<file path="src/rtl/clock_enable_gen.sv">
// clock_enable_gen
//   Qualifies the raw PLL lock, sequences a registered synchronous system
//   reset from it, and produces CHANNELS programmable clock-enable strobes
//   from the single PLL output clock.
//
// Ports
//   clk          PLL output clock, the only clock in this block
//   resetn       asynchronous active-low reset
//   pll_locked   raw PLL lock, asynchronous to clk
//   div_wr       divisor write strobe
//   div_sel      channel index of the write (out-of-range indices ignored)
//   div_data     new divisor value
//   ready        high while in RUN
//   sys_resetn   registered active-low reset for downstream logic
//   lock_dropped sticky flag: lock lost after RUN was first reached
//   en           per-channel single-cycle enable strobes
module clock_enable_gen #(
    parameter int CHANNELS    = 4,
    parameter int CNT_WIDTH   = 16,
    parameter int HOLD_CYCLES = 1024,
    parameter logic [CHANNELS*CNT_WIDTH-1:0] DIV_INIT = {CHANNELS{CNT_WIDTH'(1)}},
    localparam int SEL_W      = (CHANNELS > 1) ? $clog2(CHANNELS) : 1
) (
    input  logic                 clk,
    input  logic                 resetn,
    input  logic                 pll_locked,
    input  logic                 div_wr,
    input  logic [SEL_W-1:0]     div_sel,
    input  logic [CNT_WIDTH-1:0] div_data,
    output logic                 ready,
    output logic                 sys_resetn,
    output logic                 lock_dropped,
    output logic [CHANNELS-1:0]  en
);

    localparam int HOLD_W = (HOLD_CYCLES > 1) ? $clog2(HOLD_CYCLES) : 1;
    localparam logic [HOLD_W-1:0]    HOLD_LAST = HOLD_W'(HOLD_CYCLES - 1);
    localparam logic [HOLD_W-1:0]    HOLD_ONE  = HOLD_W'(1);
    localparam logic [HOLD_W-1:0]    HOLD_ZERO = {HOLD_W{1'b0}};
    localparam logic [CNT_WIDTH-1:0] ONE_C     = CNT_WIDTH'(1);
    localparam logic [CNT_WIDTH-1:0] ZERO_C    = {CNT_WIDTH{1'b0}};
    localparam logic                 SINGLE_HOLD = (HOLD_CYCLES == 32'sd1);

    typedef enum logic [1:0] {
        ST_WAIT_LOCK = 2'd0,
        ST_HOLD      = 2'd1,
        ST_RUN       = 2'd2
    } state_t;

    state_t              state_r;
    logic [HOLD_W-1:0]   hold_cnt_r;
    logic                lock_meta_r;
    logic                lock_s_r;
    logic                ready_r;
    logic                sys_resetn_r;
    logic                lock_dropped_r;
    logic                go_run_s;

    logic [CNT_WIDTH-1:0] cnt_r     [CHANNELS];
    logic [CNT_WIDTH-1:0] act_r     [CHANNELS];
    logic [CNT_WIDTH-1:0] shd_r     [CHANNELS];
    logic [CNT_WIDTH-1:0] cnt_nxt_s [CHANNELS];
    logic [CNT_WIDTH-1:0] act_nxt_s [CHANNELS];
    logic [CNT_WIDTH-1:0] shd_nxt_s [CHANNELS];
    logic [CHANNELS-1:0]  en_r;
    logic [CHANNELS-1:0]  en_nxt_s;
    logic [CHANNELS-1:0]  wr_sel_s;

    // Two-flop synchroniser for the asynchronous PLL lock input
    always_ff @(posedge clk or negedge resetn) begin
        if (!resetn) begin
            lock_meta_r <= 1'b0;
            lock_s_r    <= 1'b0;
        end else begin
            lock_meta_r <= pll_locked;
            lock_s_r    <= lock_meta_r;
        end
    end

    // Whether the state register will be RUN after the coming edge.
    // The hold counter counts observed lock cycles starting at 1, so RUN is
    // entered after exactly HOLD_CYCLES consecutive cycles of lock_s.
    always_comb begin
        go_run_s = 1'b0;
        case (state_r)
            ST_WAIT_LOCK: go_run_s = lock_s_r && SINGLE_HOLD;
            ST_HOLD:      go_run_s = lock_s_r && (hold_cnt_r == HOLD_LAST);
            ST_RUN:       go_run_s = lock_s_r;
            default:      go_run_s = 1'b0;
        endcase
    end

    // Lock-qualification FSM with outputs registered from the next state
    always_ff @(posedge clk or negedge resetn) begin
        if (!resetn) begin
            state_r        <= ST_WAIT_LOCK;
            hold_cnt_r     <= HOLD_ZERO;
            ready_r        <= 1'b0;
            sys_resetn_r   <= 1'b0;
            lock_dropped_r <= 1'b0;
        end else begin
            ready_r      <= go_run_s;
            sys_resetn_r <= go_run_s;
            case (state_r)
                ST_WAIT_LOCK: begin
                    hold_cnt_r <= (lock_s_r && !go_run_s) ? HOLD_ONE : HOLD_ZERO;
                    if (go_run_s) begin
                        state_r <= ST_RUN;
                    end else if (lock_s_r) begin
                        state_r <= ST_HOLD;
                    end else begin
                        state_r <= ST_WAIT_LOCK;
                    end
                end
                ST_HOLD: begin
                    if (!lock_s_r) begin
                        state_r    <= ST_WAIT_LOCK;
                        hold_cnt_r <= HOLD_ZERO;
                    end else if (go_run_s) begin
                        state_r    <= ST_RUN;
                        hold_cnt_r <= HOLD_ZERO;
                    end else begin
                        hold_cnt_r <= hold_cnt_r + HOLD_ONE;
                    end
                end
                ST_RUN: begin
                    hold_cnt_r <= HOLD_ZERO;
                    if (!lock_s_r) begin
                        state_r        <= ST_WAIT_LOCK;
                        lock_dropped_r <= 1'b1;
                    end else begin
                        state_r <= ST_RUN;
                    end
                end
                default: begin
                    state_r    <= ST_WAIT_LOCK;
                    hold_cnt_r <= HOLD_ZERO;
                end
            endcase
        end
    end

    // Decode the divisor write; indices at or above CHANNELS match nothing
    always_comb begin
        wr_sel_s = {CHANNELS{1'b0}};
        for (int i = 0; i < CHANNELS; i++) begin
            wr_sel_s[i] = div_wr && (div_sel == SEL_W'(i));
        end
    end

    // Next channel state. In RUN the current strobe marks the wrap cycle:
    // the counter restarts and the shadow divisor becomes active, so a
    // period in progress always finishes with its old divisor. The strobe
    // is registered from the next counter/divisor pair.
    always_comb begin
        en_nxt_s = {CHANNELS{1'b0}};
        for (int i = 0; i < CHANNELS; i++) begin
            shd_nxt_s[i] = wr_sel_s[i] ? div_data : shd_r[i];
            if (state_r == ST_RUN) begin
                act_nxt_s[i] = en_r[i] ? shd_r[i] : act_r[i];
            end else begin
                act_nxt_s[i] = wr_sel_s[i] ? div_data : act_r[i];
            end
            cnt_nxt_s[i] = ((state_r == ST_RUN) && go_run_s && !en_r[i]) ?
                           (cnt_r[i] + ONE_C) : ZERO_C;
            en_nxt_s[i]  = go_run_s &&
                           ((act_nxt_s[i] <= ONE_C) ||
                            (cnt_nxt_s[i] == (act_nxt_s[i] - ONE_C)));
        end
    end

    // Channel counters, divisors and strobe registers
    always_ff @(posedge clk or negedge resetn) begin
        if (!resetn) begin
            for (int i = 0; i < CHANNELS; i++) begin
                cnt_r[i] <= ZERO_C;
                act_r[i] <= DIV_INIT[i*CNT_WIDTH +: CNT_WIDTH];
                shd_r[i] <= DIV_INIT[i*CNT_WIDTH +: CNT_WIDTH];
            end
            en_r <= {CHANNELS{1'b0}};
        end else begin
            for (int i = 0; i < CHANNELS; i++) begin
                cnt_r[i] <= cnt_nxt_s[i];
                act_r[i] <= act_nxt_s[i];
                shd_r[i] <= shd_nxt_s[i];
            end
            en_r <= en_nxt_s;
        end
    end

    assign ready        = ready_r;
    assign sys_resetn   = sys_resetn_r;
    assign lock_dropped = lock_dropped_r;
    assign en           = en_r;

endmodule

</file>
<file path="config.mk">
export PLATFORM = sky130hd
export DESIGN_NAME = clock_enable_gen
export DESIGN_NICKNAME = d
export VERILOG_FILES = /design/src/rtl/clock_enable_gen.sv
export SDC_FILE = /design/constraint.sdc
export NUM_CORES = 1
export LEC_CHECK = 0
export ABC_AREA = 1
export CORE_MARGIN = 1.5
export CORE_UTILIZATION = 60
export CTS_CLUSTER_SIZE = 8
export DETAILED_ROUTE_END_ITERATION = 10
export GPL_ROUTABILITY_DRIVEN = 0
export PLACE_DENSITY = 0.82
export SKIP_CTS_REPAIR_TIMING = 1
export SLEW_MARGIN = 25
export SYNTH_ARGS = -nofsm -noshare
export SYNTH_HDL_FRONTEND = slang
export SYNTH_SLANG_ARGS = --single-unit
</file>
<file path="constraint.sdc">
create_clock -name clk -period 7.8 [get_ports clk]
set_clock_uncertainty 0.15 [all_clocks]
set_input_delay 0.78 -clock clk [delete_from_list [all_inputs] [get_ports clk]]
set_output_delay 0.78 -clock clk [all_outputs]
set_load 0.005 [all_outputs]
</file>
# Word-level counts from Yosys, hierarchy flattened
# Index checks and enable logic that the tools add are counted.
dict set report totals {
  latchBits 0
  out_inout_bits 7
  romBits 0
  register_bits 212
  mem_count 0
  ramBits 0
}
dict set report op_classes {
  order_cmp 4
  n_mux 27
  bitwise_logic 1
  n_reduce_logical 27
  div 0
  n_addsub 9
  shift 0
  eq_ne 11
  n_mul 0
}
# operator n
set ops {}
lappend ops {{$mux 16} 16}
lappend ops {{$add 16x1->16 const B} 4}
lappend ops {{$eq 16x16->1} 4}
lappend ops {{$le 16x1->1 const B} 4}
lappend ops {{$sub 16x1->16 const B} 4}
lappend ops {{$mux 10} 2}
lappend ops {{$pmux 10 s2} 1}
lappend ops {{$logic_and 1x1->1} 15}
lappend ops {{$add 10x1->10 const B} 1}
lappend ops {{$eq 10x10->1 const B} 1}
lappend ops {{$mux 2} 4}
lappend ops {{$eq 2x2->1 const B} 3}
lappend ops {{$pmux 2 s3} 1}
lappend ops {{$logic_not 1->1} 5}
lappend ops {{$eq 2x1->1 const B} 2}
lappend ops {{$logic_not 2->1} 2}
lappend ops {{$logic_or 1x1->1} 4}
lappend ops {{$ne 3x3->1 const B} 1}
lappend ops {{$mux 1} 2}
lappend ops {{$pmux 1 s2} 1}
lappend ops {{$reduce_and 2->1} 1}
lappend ops {{$not 1->1} 1}

# Longest topological paths before layout
# Gate-level depths: netlist (run 1).
dict set report depth {
  word_depth 9
  mapped_depth 21
}

# Worst setup path after synthesis (run 1)
# OpenSTA, ideal clock, no wires.
dict set report synth_path {
  path_kind {input-to-reg}
  startpoint {in div_sel[1]}
  endpoint {reg en_r[0], in the netlist en[0]}
  path_slack_ns 4.951
  path_stages 18
  arrival_time_ns 2.622
  setup_time_ns 0.078
  cell_sequence {buf_6 > nor2_4 > buf_2 > nand3_1 > nand3_1 > nand2_1 > ha_1 > xnor2_1 > nand3_1 > nor2_1 > nand2_1 > nor2_1 > nand3_1 > nor2_1 > nand2_1 > nor2_1 > nand2_1 > a21oi_1}
}
dict set report synth_between {
  elab_chain_len 8
  elab_cells_between_ends 9
  cone_classes {add/sub (1); order compare (1); eq/ne (1); mux (2); reduce/logical (4)}
}
# item line_no
set synth_lines {}
lappend synth_lines {{from (decl)} 28} ;# input logic [SEL_W-1:0] div_sel,
lappend synth_lines {{$logic_not 2->1 (*)} 147} ;# wr_sel_s[i] = div_wr && (div_sel == SEL_W'(i));
lappend synth_lines {{$logic_and 1x1->1 (*)} 147}
lappend synth_lines {{$mux 16 (*)} 162} ;# act_nxt_s[i] = wr_sel_s[i] ? div_data : act_r[i];
lappend synth_lines {{$mux 16 (*)} 159} ;# if (state_r == ST_RUN) begin
lappend synth_lines {{$sub 16x1->16} 168} ;# (cnt_nxt_s[i] == (act_nxt_s[i] - ONE_C)));
lappend synth_lines {{$eq 16x16->1} 168}
lappend synth_lines {{$logic_or 1x1->1 (*)} 167} ;# ((act_nxt_s[i] <= ONE_C) ||
lappend synth_lines {{$logic_and 1x1->1 (*)} 166} ;# en_nxt_s[i] = go_run_s &&
lappend synth_lines {{net en_nxt_s[0]} 66} ;# logic [CHANNELS-1:0] en_nxt_s;
lappend synth_lines {{to (signal assigned)} 180} ;# en_r <= {CHANNELS{1'b0}};
lappend synth_lines {{to (signal assigned)} 187} ;# en_r <= en_nxt_s;
lappend synth_lines {{to (decl)} 65} ;# logic [CHANNELS-1:0] en_r;
# The timed path passes the listed nets; every way through them passes the cells marked *.
# A chain may end at the register's enable or synchronous reset.

==> results of run 1 <==
[final timing paths]
check	start	to	slack [ns]	depth (start not counted)
worst max-delay path	state_r[0]$_DFFE_PN0P_	en[0]$_DFF_PN0_	3.93	19
worst min-delay path	resetn	cnt_r[26]$_DFF_PN0_	0.12	1
worst max register to register	state_r[0]$_DFFE_PN0P_	en[0]$_DFF_PN0_	3.93	19
worst min register to register	lock_meta_r$_DFF_PN0_	lock_s_r$_DFF_PN0_	0.21	0
max in group asynchronous	resetn	shd_r[51]$_DFFE_PN0P_	6.08	2
min in group clk	lock_meta_r$_DFF_PN0_	lock_s_r$_DFF_PN0_	0.21	0
[flip-flops by register name, indices dropped and copies added, names as in the netlist]
signal	cells
act_r	64
cnt_r	64
shd_r	64
hold_cnt_r	10
en	4
state_r	2
lock_dropped	1
lock_meta_r	1
lock_s_r	1
sys_resetn	1
[power breakdown]
part	switching [uW]	internal (uW)
clock network	479	723
logic	1530	712
registers	130	1350
total	2140	2790
[cells by family after synthesis]
family | Yosys count | synth area share
and+or+nand+nor | 1219 | 0.396
AOI/OAI and AO/OA | 155 | 0.0629
adders and majority gates | 17 | 0.0159
xor gates and xnor gates | 36 | 0.0236
DFF | 212 | 0.398
buffers and inverters | 334 | 0.104
[synthesized netlist by cell type, types with 2 or more instances]
| cell type | count | area share |
|---|---|---|
| o21ai_1 | 10 | 0.0037 |
| nand4_1 | 68 | 0.032 |
| xor2_1 | 21 | 0.014 |
| ha_1 | 17 | 0.016 |
| and2_1 | 2 | 0.00094 |
| nor2_4 | 3 | 0.0025 |
| nor2_1 | 144 | 0.040 |
| a21oi_1 | 51 | 0.019 |
| buf_1 | 4 | 0.0011 |
| o211ai_1 | 12 | 0.0067 |
| xnor2_1 | 15 | 0.0098 |
| nand3_4 | 2 | 0.0026 |
| nor4_1 | 3 | 0.0014 |
| or2_2 | 5 | 0.0023 |
| inv_1 | 264 | 0.074 |
| nand2_2 | 18 | 0.0084 |
| buf_4 | 6 | 0.0034 |
| dfrtp_1 | 204 | 0.38 |
| o21bai_1 | 7 | 0.0039 |
| buf_6 | 9 | 0.0076 |
| nand2_1 | 706 | 0.20 |
| o21ai_0 | 70 | 0.026 |
| nor2_2 | 10 | 0.0047 |
| and3_1 | 3 | 0.0014 |
| nand3b_1 | 5 | 0.0028 |
| clkbuf_1 | 10 | 0.0028 |
| inv_2 | 9 | 0.0025 |
| nand3_2 | 8 | 0.0060 |
| buf_2 | 31 | 0.012 |
| nand3_1 | 216 | 0.081 |
| dfstp_2 | 8 | 0.016 |
| nor3b_1 | 3 | 0.0017 |
| nor3_1 | 21 | 0.0079 |
[area by class of cell]
class                           instances  area share
Clock buffer                           53      0.0582
Clock inverter                          1     0.00112
Inverter                              274      0.0707
Multi-Input combinational cell       1427       0.458
Sequential cell                       212       0.365
Tap cell                              280      0.0241
Timing Repair Buffer                   35      0.0229
[critical path: cells and delay by family, from the launching register on]
family                     cells  cell delay, ns
and+or+nand+nor               13            2.11
adders and majority gates      1            0.20
AOI/OAI and AO/OA              1            0.11
DFF                            1            0.39
buffers and inverters          4            0.81
[routing by layer]
metal / wire, um / up-vias / GRT usage
li1: - / 6289 / -
met1: 14800 / 5765 / 0.393
met2: 15000 / 384 / 0.449
met3: 1940 / 87 / 0.0412
met4: 1270 / 0 / 0.117
met5: 0 / - / 0
[per-stage QoR]
stage	power (uW)	worst slack, ns	cell area, um2	utilization	cells
2_1_floorplan	3210	4.95	13400	-	1973
3_3_place_gp	3620	3.60	13700	0.627	2228
3_5_place_dp	3690	3.50	13700	0.627	2228
4_1_cts	4910	3.94	14500	0.667	2282
5_1_grt	5320	3.54	14500	0.667	2282
6_report	4930	3.93	14500	0.667	2282
==> flow_summary.toml, run 1 <==
[synthesis]
synth_area_per_cell_um2 = 6.77
async_reset_ff_frac = 1.00
synth_edf_count = 0
synth_cell_type_count = 41
syn_inst = 1973
synth_nets = 2012
ys_seq_elements = 212
yosysSeqAreaShare = 0.398
syn_area_mm2 = 0.0134
synth_ff_type = "dfrtp_1"
yosys_warnings = 0

[detailed_routing]
drt_iter0_drc = 1070
drc = 0
viasPerCell = 5.49
first_pass_iters = 6
route.vias.total = 12525
routedWlPerCell_um = 14.4
drt_wl_total_mm = 33.0
ant_nets = 0

[cts]
cts_tree = "done"
cts.sinks = 212
clock_latency_ns = 0.55
max-clock-path-buffers = 3
clk_pin_slew_ns = 0.05
h-tree-depth = 1
numCtsBuffers = 30
ctsRootBufferMaster = "clkbuf_16"

[worst_setup_path]
critPathKind = "reg2reg"
critPathLaunchType = "flop"
max_stage_delay_ns = 0.66
path_max_fanout = 31
cp_data_required_time_ns = 8.10
cp_data_arrival_time_ns = 4.18
critical_path.slowest_cell = "nor2_1"
path_cells = "inv_1 -> ha_1 -> buf_4 -> nand3_2 -> nor2_1 -> inv_2 -> nor2_1 -> inv_1 -> nand2_1 -> nand3_1 -> nor2_1 -> nand2_1 -> nor2_1 -> nand3_1 -> nor2_1 -> nand2_1 -> nor2_1 -> nand2_1 -> a21oi_1"
crit_top_cell = "nor2_1"
end_kind = "flop"

[worst_hold_path]
min_path_type = "in2async"

[final_layout]
final_cell_mix = "706 x nand2_1, 264 x inv_1, 216 x nand3_1"
nets = 2019
final_common_cell = "nand2_1"
diodes = 0
fillers = 1857
multiInputGateArea_mm2 = 0.00666
seqCellArea_mm2 = 0.00532
area_delta_synth_final_pct = 8.93
drive_gt1_frac = 0.0539

[die]
die_h_um = 152
start_util = 0.612
die-area_mm2 = 0.0232
die_w_um = 152
core.rowCount = 54
core_mm2 = 0.0218
num_io_pins = 29

[grt]
grt_pass1_wl_mm = 54.9
grt_max_degree = 95
antenna_found_initial = 0
grt-ovfl-total = 0
groute.usage.overall = 0.284
first_global_vias = 11528

[power_and_ir_drop]
power_leakage_uw = 0.00788
ir_drop_mv = 0.257
powerDensity_mw_per_mm2 = 339

[sta]
finalHoldViolCount = 0
holdWs_ns = 0.117
tightest_slew_ns = 0.919
rsz0062_at_grt = "no"
period_needed_ns = 3.87
tns_ns = 0
final_max_slew_viol_count = 0
period_share = 0.497
fmax_mhz = 258
finalSetupViolations = 0
maxSlewHeadroom = 0.386

[flow_run]
drv_cap = 0

[placement]
port_buffers = 28
post-dp-hpwl_mm = 23.3

[status]
outcome = "finished, final reports clean"
Power figures use the tool's default switching activity.
==> run 2, diff against run 1 <==
clock period = 3.9 ns   (was 7.8 ns; I/O delays follow)
==> flow_summary.toml, run 2 (same netlist as run 1, synthesis figures left out) <==
[status]
outcome = "finished, final reports clean"

[worst_setup_path]
reg2reg_slack_ns = 0.59
path_max_fanout = 49
r2r_start = "state_r[0]$_DFFE_PN0P_"
critPathLaunchType = "flop"
critPathKind = "reg2reg"
end_kind = "flop"
r2r-end = "en[0]$_DFF_PN0_"
r2r_cells = 18
cp_data_arrival_time_ns = 3.61
cp_data_required_time_ns = 4.20
crit_start = "state_r[0]$_DFFE_PN0P_"

[die]
num_io_pins = 29
start_util = 0.612
core_mm2 = 0.0218
die_h_um = 152
die-area_mm2 = 0.0232
die_w_um = 152
core.rowCount = 54

[worst_hold_path]
min_from = "pll_locked"
min_path_type = "in2reg"
min_to = "lock_meta_r$_DFF_PN0_"
whs_path_depth = 1

[sta]
tightest_slew_ns = 0.718
finalHoldViolCount = 0
tns_ns = 0
finalSetupViolations = 0
period_share = 0.848
maxSlewHeadroom = 0.521
final_max_slew_viol_count = 0
setup_ws_ns = 0.593
period_needed_ns = 3.31
fmax_mhz = 302
holdWs_ns = 0.142
rsz0062_at_grt = "no"

[placement]
port_buffers = 28
post-dp-hpwl_mm = 23.8
dp_slack_ns = 0.290
dp.cells = 2241

[power_and_ir_drop]
p_sw_frac = 0.432
power_leakage_uw = 0.00796
ir_drop_mv = 0.544
power.clock.fraction = 0.242
pwr-share-comb = 0.459
p_sw_uw = 4280
powerDensity_mw_per_mm2 = 675
p_seq_frac = 0.299
p_int_uw = 5630

[detailed_routing]
viasPerCell = 5.51
first_pass_iters = 6
drt_iter0_drc = 1196
drc = 0
drt_wl_total_mm = 33.2
ant_nets = 0
route.vias.total = 12651
routedWlPerCell_um = 14.5

[cts]
clk_pin_slew_ns = 0.06
h-tree-depth = 1
numCtsBuffers = 30
clock_latency_ns = 0.54
max-clock-path-buffers = 3
cts_tree = "done"
cts.sinks = 212
ctsRootBufferMaster = "clkbuf_16"

[grt]
grt-ovfl-total = 0
first_global_vias = 11861
grt_pass1_wl_mm = 56.0
antenna_found_initial = 0
groute.usage.overall = 0.289
grt_max_degree = 90

[final_layout]
final_common_cell = "nand2_1"
reg_top3 = "act_r: 64 flops, cnt_r: 64 flops, shd_r: 64 flops"
diodes = 0
nets = 2033
stdcell_count = 2297
area_delta_synth_final_pct = 9.95
drive_gt1_frac = 0.0600
final_cell_mix = "706 x nand2_1, 264 x inv_1, 216 x nand3_1"

[flow_run]
drv_cap = 0
## run 2: changes by cell type in the layout (fill, tap and decap cells not counted)
cell / change
clkbuf_1: +1
clkbuf_8: -1
buf_12: +2
clkbuf_16: +1
clkinv_8: -1
dlygate4sd3_1: +1
buf_4: +11
clkinv_2: +1
## run 2: final cells by class
class                           instances  area (um2)
Fill cell                            1867        7140
Multi-Input combinational cell       1427        6660
Sequential cell                       212        5320
Inverter                              274        1030
Clock buffer                           54         862
Timing Repair Buffer                   49         465
Tap cell                              280         350
Clock inverter                          1        5.00
## run 2: worst max-delay path by stage
stage | slack (ns) | to | depth (start not counted)
2_1_floorplan | 1.27 | en[0]$_DFF_PN0_ | 19
3_3_place_gp | 0.37 | en[3]$_DFF_PN0_ | 17
3_5_place_dp | 0.29 | en[3]$_DFF_PN0_ | 17
4_1_cts | 0.66 | en[2]$_DFF_PN0_ | 17
5_1_grt | 0.22 | en[0]$_DFF_PN0_ | 18
6_report | 0.59 | en[0]$_DFF_PN0_ | 18
## run 2: worst max-delay path, cell delays in order, from the launching register on
cell and delay (ns):
dfrtp_1 0.37, inv_1 0.09, ha_1 0.26, inv_2 0.34
buf_12 0.31, nand3_1 0.11, nand2_1 0.18, ha_1 0.24
nand2_1 0.09, nor2_2 0.16, nand2_1 0.12, nor2_1 0.14
or2_2 0.13, inv_1 0.03, nor2_1 0.10, nand2_1 0.06
nor2_1 0.10, nand2_1 0.08, a21oi_1 0.16
## run 2: routing by layer
metal	track usage	part of all wire	vias up
li1	-	-	6311
met1	0.393	0.44	5849
met2	0.474	0.46	401
met3	0.0387	0.062	90
met4	0.110	0.035	0
met5	0	0	-
## run 2: per-stage QoR
stage / area (um2) / utilization / total power (uW)
3_5_place_dp: 13800 / 0.633 / 7420
4_1_cts: 14700 / 0.672 / 9870
2_1_floorplan: 13400 / - / 6420
6_report: 14700 / 0.673 / 9910
3_3_place_gp: 13800 / 0.633 / 7270
5_1_grt: 14700 / 0.673 / 10700
## run 2: power groups by stage
| stage | combinational, uW | sequential, uW | clock, uW |
|---|---|---|---|
| floorplan | 3500 | 2920 | 0 |
| global placement | 4310 | 2970 | 0 |
| detailed placement | 4440 | 2980 | 0 |
| CTS | 4490 | 2950 | 2430 |
| global route | 5190 | 3010 | 2530 |
| finish | 4550 | 2960 | 2400 |
